===== src/rtl/alu_md_unit.sv =====
// rtl/alu_md_unit.sv - EX-stage ALU with control decode and multi-cycle multiply/divide (HI/LO)
module alu_md_unit #(
  parameter int WIDTH = 32
) (
  input  logic             clk,
  input  logic             rst,
  input  logic             valid_in,
  output logic             ready,
  input  logic [1:0]       ALUOp,
  input  logic [5:0]       OP,
  input  logic [5:0]       func,
  input  logic [WIDTH-1:0] a,
  input  logic [WIDTH-1:0] b,
  output logic             out_valid,
  output logic [WIDTH-1:0] result,
  output logic             zero,
  output logic             ovf,
  output logic             div0
);

  localparam int CW = $clog2(WIDTH);

  typedef enum logic [3:0] {
    OP_ADD, OP_SUB, OP_AND, OP_OR, OP_XOR, OP_NOR, OP_SLT,
    OP_MULT, OP_MULTU, OP_DIV, OP_DIVU, OP_MFHI, OP_MFLO
  } op_e;

  typedef enum logic [1:0] {S_IDLE, S_MUL, S_DIV, S_FIX} state_e;

  state_e             state, state_nx;
  op_e                op_sel;
  logic [CW-1:0]      cnt;
  logic [WIDTH-1:0]   hi, lo;
  logic [WIDTH-1:0]   mag_b;
  // Upper half: partial product / partial remainder. Lower half: multiplier / dividend-quotient.
  logic [2*WIDTH-1:0] p;
  logic               op_div, neg_lo, neg_hi, bz;

  logic               accept, is_mul, is_div, is_signed, a_neg, b_neg;
  logic [WIDTH-1:0]   mag_a, mag_bin;
  logic [WIDTH-1:0]   sum, diff, alu_res;
  logic               alu_ovf;
  logic [WIDTH:0]     mul_sum, div_shift, div_trial;
  logic [2*WIDTH-1:0] mul_next, div_next, prod_fix;
  logic [WIDTH-1:0]   quo_fix, rem_fix, fix_hi, fix_lo;

  assign accept    = valid_in & ready;
  assign is_mul    = (op_sel == OP_MULT) || (op_sel == OP_MULTU);
  assign is_div    = (op_sel == OP_DIV)  || (op_sel == OP_DIVU);
  assign is_signed = (op_sel == OP_MULT) || (op_sel == OP_DIV);
  assign a_neg     = is_signed & a[WIDTH-1];
  assign b_neg     = is_signed & b[WIDTH-1];
  assign mag_a     = a_neg ? -a : a;
  assign mag_bin   = b_neg ? -b : b;
  assign sum       = a + b;
  assign diff      = a - b;

  // Map ALUOp/func/OP onto one internal operation; unknown encodings fall back to add
  always_comb begin
    op_sel = OP_ADD;
    case (ALUOp)
      2'b00: op_sel = OP_ADD;
      2'b01: op_sel = OP_SUB;
      2'b10: begin
        case (func)
          6'b100000: op_sel = OP_ADD;
          6'b100010: op_sel = OP_SUB;
          6'b100100: op_sel = OP_AND;
          6'b100101: op_sel = OP_OR;
          6'b100110: op_sel = OP_XOR;
          6'b100111: op_sel = OP_NOR;
          6'b101010: op_sel = OP_SLT;
          6'b011000: op_sel = OP_MULT;
          6'b011001: op_sel = OP_MULTU;
          6'b011010: op_sel = OP_DIV;
          6'b011011: op_sel = OP_DIVU;
          6'b010000: op_sel = OP_MFHI;
          6'b010010: op_sel = OP_MFLO;
          default:   op_sel = OP_ADD;
        endcase
      end
      default: begin
        case (OP)
          6'b001000: op_sel = OP_ADD;
          6'b001100: op_sel = OP_AND;
          6'b001101: op_sel = OP_OR;
          6'b001110: op_sel = OP_XOR;
          6'b001010: op_sel = OP_SLT;
          default:   op_sel = OP_ADD;
        endcase
      end
    endcase
  end

  // Single-cycle result and signed-overflow detection
  always_comb begin
    alu_res = sum;
    alu_ovf = 1'b0;
    case (op_sel)
      OP_ADD: begin
        alu_res = sum;
        alu_ovf = (a[WIDTH-1] == b[WIDTH-1]) && (sum[WIDTH-1] != a[WIDTH-1]);
      end
      OP_SUB: begin
        alu_res = diff;
        alu_ovf = (a[WIDTH-1] != b[WIDTH-1]) && (diff[WIDTH-1] != a[WIDTH-1]);
      end
      OP_AND:  alu_res = a & b;
      OP_OR:   alu_res = a | b;
      OP_XOR:  alu_res = a ^ b;
      OP_NOR:  alu_res = ~(a | b);
      OP_SLT:  alu_res = {{(WIDTH-1){1'b0}}, ($signed(a) < $signed(b))};
      OP_MFHI: alu_res = hi;
      OP_MFLO: alu_res = lo;
      default: alu_res = sum;
    endcase
  end

  // One shift-add or restoring-divide step per cycle, plus the sign fixup values
  always_comb begin
    mul_sum   = {1'b0, p[2*WIDTH-1:WIDTH]} + {1'b0, {WIDTH{p[0]}} & mag_b};
    mul_next  = {mul_sum, p[WIDTH-1:1]};
    div_shift = {p[2*WIDTH-1:WIDTH], p[WIDTH-1]};
    div_trial = div_shift - {1'b0, mag_b};
    div_next  = div_trial[WIDTH] ? {div_shift[WIDTH-1:0], p[WIDTH-2:0], 1'b0}
                                 : {div_trial[WIDTH-1:0], p[WIDTH-2:0], 1'b1};
    prod_fix  = neg_lo ? -p : p;
    quo_fix   = bz ? {WIDTH{1'b1}} : (neg_lo ? -p[WIDTH-1:0] : p[WIDTH-1:0]);
    rem_fix   = neg_hi ? -p[2*WIDTH-1:WIDTH] : p[2*WIDTH-1:WIDTH];
    fix_hi    = op_div ? rem_fix : prod_fix[2*WIDTH-1:WIDTH];
    fix_lo    = op_div ? quo_fix : prod_fix[WIDTH-1:0];
  end

  // State register
  always_ff @(posedge clk) begin
    if (rst) state <= S_IDLE;
    else     state <= state_nx;
  end

  // Next-state: iterate WIDTH cycles in MUL/DIV, then one fixup cycle
  always_comb begin
    state_nx = state;
    case (state)
      S_IDLE: begin
        if (accept && is_mul)      state_nx = S_MUL;
        else if (accept && is_div) state_nx = S_DIV;
      end
      S_MUL, S_DIV: if (cnt == '0) state_nx = S_FIX;
      default:      state_nx = S_IDLE;
    endcase
  end

  // Outputs decoded from state
  always_comb begin
    ready = (state == S_IDLE);
  end

  // Iteration datapath and HI/LO; HI/LO change only at mult/div completion or reset
  always_ff @(posedge clk) begin
    if (rst) begin
      cnt    <= '0;
      p      <= '0;
      mag_b  <= '0;
      op_div <= 1'b0;
      neg_lo <= 1'b0;
      neg_hi <= 1'b0;
      bz     <= 1'b0;
      hi     <= '0;
      lo     <= '0;
    end else begin
      case (state)
        S_IDLE: begin
          if (accept && (is_mul || is_div)) begin
            cnt    <= CW'(WIDTH-1);
            p      <= {{WIDTH{1'b0}}, mag_a};
            mag_b  <= mag_bin;
            op_div <= is_div;
            neg_lo <= a_neg ^ b_neg;
            neg_hi <= a_neg;
            bz     <= (b == '0);
          end
        end
        S_MUL: begin
          p <= mul_next;
          if (cnt != '0) cnt <= cnt - 1'b1;
        end
        S_DIV: begin
          p <= div_next;
          if (cnt != '0) cnt <= cnt - 1'b1;
        end
        default: begin
          hi <= fix_hi;
          lo <= fix_lo;
        end
      endcase
    end
  end

  // Result/flag registers: written on single-cycle accept or at fixup exit, held otherwise
  always_ff @(posedge clk) begin
    if (rst) begin
      out_valid <= 1'b0;
      result    <= '0;
      zero      <= 1'b1;
      ovf       <= 1'b0;
      div0      <= 1'b0;
    end else begin
      out_valid <= 1'b0;
      if (state == S_FIX) begin
        out_valid <= 1'b1;
        result    <= fix_lo;
        zero      <= (fix_lo == '0);
        ovf       <= 1'b0;
        div0      <= op_div & bz;
      end else if (accept && !is_mul && !is_div) begin
        out_valid <= 1'b1;
        result    <= alu_res;
        zero      <= (alu_res == '0);
        ovf       <= alu_ovf;
        div0      <= 1'b0;
      end
    end
  end

endmodule


===== config.mk =====
export PLATFORM = sky130hd
export DESIGN_NAME = alu_md_unit
export DESIGN_NICKNAME = d
export VERILOG_FILES = /design/src/rtl/alu_md_unit.sv
export SDC_FILE = /design/constraint.sdc
export NUM_CORES = 1
export LEC_CHECK = 0
export CAP_MARGIN = 30
export CORE_MARGIN = 4
export CORE_UTILIZATION = 35
export CTS_BUF_LIST = sky130_fd_sc_hd__clkbuf_8
export DETAILED_ROUTE_END_ITERATION = 8
export PLACE_DENSITY_LB_ADDON = 0.08
export SETUP_SLACK_MARGIN = 0.02
export SYNTH_ARGS = -nofsm -noshare
export SYNTH_HDL_FRONTEND = slang
export SYNTH_SLANG_ARGS = --single-unit
export TNS_END_PERCENT = 30

===== constraint.sdc =====
create_clock -name clk -period 6.25 [get_ports clk]
set_input_delay 0.9375 -clock clk [delete_from_list [all_inputs] [get_ports clk]]
set_output_delay 0.9375 -clock clk [all_outputs]
set_load 0.05 [all_outputs]

After elaboration in Yosys (flattened, before gate mapping)
Memory sizes are Yosys's and may differ from the RTL's.
Index checks and enable logic that the tools add are counted.
{"block": "word_totals", "ff_bits": 207, "latchBits": 0, "ram_bits": 0, "rom_bits": 256, "input_bits": 81, "output_inout_bits": 37, "mem_count": 1}
{"block": "classes", "n_addsub": 10, "n_mul": 0, "div_mod_pow": 0, "magnitude_cmp": 1, "eq_ne": 29, "shifts": 0, "mux": 30, "bitwise": 10, "n_reduce_logical": 31}
{"memory": "(no name shown)", "words": 64, "width": 4, "rd": 1, "rd_clocked_by_memory_dff": 0, "wr": 0, "line": "65", "rtl": "case (func)"}
{"cell": "32-bit 2-to-1 mux", "n": 9}
{"cell": "32-bit case mux with 8 select lines", "n": 1}
{"cell": "64-bit 2-to-1 mux", "n": 3}
{"cell": "64-bit case mux with 3 select lines", "n": 1}
{"cell": "32-bit negation", "n": 4}
{"cell": "32-bit zero test", "n": 3}
{"cell": "32-bit AND", "n": 2}
{"cell": "64-bit negation", "n": 1}
{"cell": "32-bit by 32-bit adder with 33-bit output", "n": 1}
{"cell": "33-bit by 32-bit subtractor with 33-bit output", "n": 1}
{"cell": "32-bit adder", "n": 1}
{"cell": "32-bit less-than comparator", "n": 1}
{"cell": "32-bit inverter", "n": 1}
{"cell": "32-bit bitwise OR", "n": 1}
{"cell": "32-bit subtractor", "n": 1}
{"cell": "32-bit XOR", "n": 1}
{"cell": "6-bit by 4-bit equality test with 1-bit output, second input constant", "n": 4}
{"cell": "4-bit equality test, second input constant", "n": 5}
{"cell": "4-bit by 3-bit equality test with 1-bit output, second input constant", "n": 4}
{"cell": "3-bit case mux with 4 select lines", "n": 1}
{"cell": "4-bit case mux with 3 select lines", "n": 1}
{"cell": "5-bit 2-to-1 mux", "n": 2}
{"cell": "5-bit case mux with 2 select lines", "n": 1}
{"cell": "4-bit by 2-bit equality test with 1-bit output, second input constant", "n": 2}
{"cell": "other kinds (27)", "n": 59}

Longest topological paths before layout
{"block": "depth", "word_depth": 10, "depth_mapped": 19, "depth_no_buf": 16}

Least setup slack after synthesis
Ideal clock, no wire load.
{"block": "synth_timing", "path_kind": "in2reg", "start": "in b[5]", "end": "reg zero", "arrival_time_ns": 4.821, "t_required_ns": 6.189, "slack_ns": 1.368, "path_stages": 16, "path_buffers": 2, "path_cell_list": "inv_1 ha_1 buf_2 nor3b_1 o31a_1 a2111oi_1 or2_0 buf_2 a21boi_0 a221o_1 a211oi_1 nand4_1 or4b_1 or4_1 or4_1 nand2_1"}
{"block": "synth_between", "elab_chain_cells": 6, "word_cells_on_any_way": 11, "cone_classes": "2 x add/sub; 1 x order compare; 3 x mux; 4 x bitwise; 1 x reduce/logical"}
{"element": "from (decl)", "line": "13", "rtl": "input logic [WIDTH-1:0] b,"}
{"element": "parallel branches: the longest is 2 deep, another holds 32-bit adder"}
{"element": "32-bit case mux with 8 select lines (*)", "line": "99", "rtl": "case (op_sel)"}
{"element": "32-bit zero test (*)", "line": "218", "rtl": "zero <= (alu_res == '0);"}
{"element": "1-bit 2-to-1 mux (*)", "line": "215", "rtl": "end else if (accept && !is_mul && !is_div) begin"}
{"element": "1-bit 2-to-1 mux (*)", "line": "209", "rtl": "if (state == S_FIX) begin"}
{"element": "to (signal assigned)", "line": "212", "rtl": "zero <= (fix_lo == '0);"}
{"element": "to (signal assigned)", "line": "218"}
{"element": "to (decl)", "line": "16", "rtl": "output logic zero,"}
Mark *: on every way between the ends. The select of a mux whose other input is x is not followed.
A chain may end at the register's enable or synchronous reset.

Worst setup path in the final report
{"block": "layout_timing", "start": "in b[0]", "end": "reg zero"}
The elaborated chain is that of the path after synthesis.

==> metrics.txt <==
die width=around 260 um; share of post-route cells with drive strength above 1=0.08650; initial antenna violation count=5; worst r2r src=p[34]$_SDFFE_PP0P_; worst reg2reg path depth=15; Via Count=24.09k; synthesized area per cell=7.246 um2; P_leak=slightly below 10 nW; post-route DRC violation count=0; post-layout util=0.4117; Routed Antenna Nets=0; critical path arrival=between 6 and 7 ns; DR pass1 iterations=8; largest vdd supply drop=between 0.00015 and 0.0002 V; hold buffers post-CTS=0; synth cell count leaders=nor2_1 (338), nand2_1 (287), a21oi_1 (230); MaxCap Viol Count=0; worst reg2reg setup slack=between 1 and 1.5 ns; Post-synth top flop=dfxtp_1; # resized after CTS=0; NumNets Final=3312; CP peak stage delay=around 0.63 ns; Mapped Cells=a little under 3k; FFs w/ async S/R, synth=0; Num Clock Sinks=about 210; deepest clock path buffer count=3; RR Endpoint=p[43]$_SDFFE_PP0P_; RSZ-0062 raised after global routing=false; TritonCTS clock tree=yes; DRT iter0 DRCs=roughly 2.8k; Hold Path Origin=mag_b[31]$_SDFFE_PP0P_; first-pass GRT wire length=152400 um; Area Growth Syn to Fin=16.28%; Finished Cell Area=24850 um2; Slew Limit Fails=0; share of the synthesized area in the top cell type=0.1939; cell family with most CP delay=simple AND/OR/NAND/NOR gates; slew of the pin with the lowest slew margin=1.157 ns; Cell Area, Synth=~21000 um2; final hold vios=0; Global Route Usage Sum=0.3117; # rows=90; total power=roughly 5.0 mW; Setup CP Type=input port to flop; status=complete, no violations; Power Dens Cells=202.7 nW/um2; Synth area leader=dfxtp_1; Clock Skew=about 0.05 ns; Crit Path Max Fanout=6; min cycle time layout=approximately 5.6 ns; Critical Path RT=6.81 ns; final setup fails=0; Critical path buffers and inverters=1; final wirelength=105000 um; Slew headroom=0.2256; DP Area=approximately 24000 um2; sequential fraction of the synthesis area=0.1939; Syn Nets=~3.2k; Num CTS Buffers=42; Hold Crit Depth=2; vias per cell=between 6 and 7; critical path launch point type=input port; HPWL after detailed placement=83800 um; grt total ovfl=0; IO Port Bufs=~120; die area=approximately 65000 um2; top-count cell post-synth=nor2_1; Cell Chain, Critical Path=clkdlybuf4s50_1 -> ha_1 -> fa_1 -> a211oi_1 -> o21ai_0 -> nand2_1 -> o21ai_1 -> a221o_1 -> a211oi_1 -> nand4_1 -> or4b_1 -> or4_1 -> or4_1 -> nand2_1; clock latency on the worst-skew pair=a little over 0.6 ns; Avg WL per Cell=27.20 um; Max Fclk=approximately 0.18 GHz; CTS Root Cell=clkbuf_8; Clk pin slew, worst setup/hold paths=around 0.08 ns; Setup crit end kind=flop; Post-CTS Setup Bufs=0; I/O pin total=approximately 120; #FFs+latches synth=207; Synth area leaders=dfxtp_1 (19%), ha_1 (10%), nor2_1 (5.9%); vias in the first global route=around 22k; Post-synth EDFFs=0; Critical-path top delay cell=clkdlybuf4s50_1; routability cong.=just over 1; largest net degree at the start of global routing=95; initial core utilization=0.3540; die height=~260 um; synth unique cells=between 90 and 100; Final period util=0.8983; Hold EP=mag_b[31]$_SDFFE_PP0P_; Fin Setup TNS=0 ns; Placeable Area=around 60000 um2; CTS H-tree lvls=2; Worst Hold Class=flop to flop; Yosys warnings=0
cells in the final DEF, fill, tap and decap left out, types with 41 or more instances in the layout:
cell,instances
clkbuf_8,51
nor2_1,336
inv_1,169
buf_4,146
a21o_1,48
dfxtp_1,207
clkdlybuf4s50_1,116
mux2i_1,41
nand2_1,287
o21ai_0,133
a21oi_1,229
o211ai_1,51
xor2_1,48
xnor2_1,136
a211oi_1,110
nor3_1,56
ha_1,172
layer usage:
metal,wire [um],share of wire,global-route usage,up-vias
met2,42430,0.40,0.4453,1076
li1,-,-,-,11069
met4,2733,0.026,0.07638,6
met3,10160,0.097,0.08353,126
met1,49640,0.47,0.4633,11810
met5,50,0.00048,0,-
registers in the layout, indices dropped and copies added, names as in the netlist, 2 cells and up:
signal and flops:
cnt 5, hi 32, lo 32, mag_b 32, p 64, result 32, state 2
tightest hold or removal path, stage by stage (launching register included):
cell and delay [ns]:
dfxtp_1 0.31, nand2_1 0.06, a21oi_1 0.05
cell families (layout without fill, tap and decap cells):
| kind of cell | count (synthesis) | after routing | share of synthesized area |
|---|---|---|---|
| DFF | 207 | 207 | 0.1939 |
| xor gates and xnor gates | 185 | 185 | 0.07583 |
| adders and majority gates | 178 | 178 | 0.1056 |
| other | 0 | 4 | 0 |
| buffers and inverters | 371 | 497 | 0.06646 |
| muxes | 51 | 51 | 0.02448 |
| AOI/OAI and AO/OA | 982 | 982 | 0.3201 |
| and+or+nand+nor | 975 | 975 | 0.2136 |
how the worst max path moves through the flow:
stage	startpoint	endpoint	slack (ns)	cells past startpoint
after floorplan	b[5]	zero$_SDFFE_PP1P_	1.37	16
after global placement	b[0]	zero$_SDFFE_PP1P_	0.18	17
after detailed placement	b[0]	zero$_SDFFE_PP1P_	0.17	14
after CTS	b[0]	zero$_SDFFE_PP1P_	0.79	14
after global routing	b[0]	zero$_SDFFE_PP1P_	0.55	15
final	b[0]	zero$_SDFFE_PP1P_	0.64	14
where the power goes:
group	switching [mW]	total, mW	internal [mW]
sequential	0.0925	1.48	1.39
combinational	1.37	2.08	0.717
clock	0.656	1.47	0.813
layout make-up:
type / instances / area [um2]
diodes: 4 / 10.01
clock buffers: 51 / 701.9
clock inverters: 15 / 128.9
fillers: 6317 / 35510
inverters: 163 / 611.8
multi-input cells: 2371 / 15900
flip-flops and latches: 207 / 4144
well taps: 782 / 978.4
repair buffers: 268 / 2376
metrics by stage:
step | hold WS, ns | instances | setup WS, ns
finish | 0.4661 | 3861 | 0.6356
global route | 0.4944 | 3860 | 0.5509
CTS | 0.4647 | 3856 | 0.7938
detailed placement | 0.4570 | 3790 | 0.1675
global placement | 0.4485 | 3790 | 0.1839
floorplan | 0.4319 | 2949 | 1.368
Note: power is estimated with default switching activity, not from simulation.
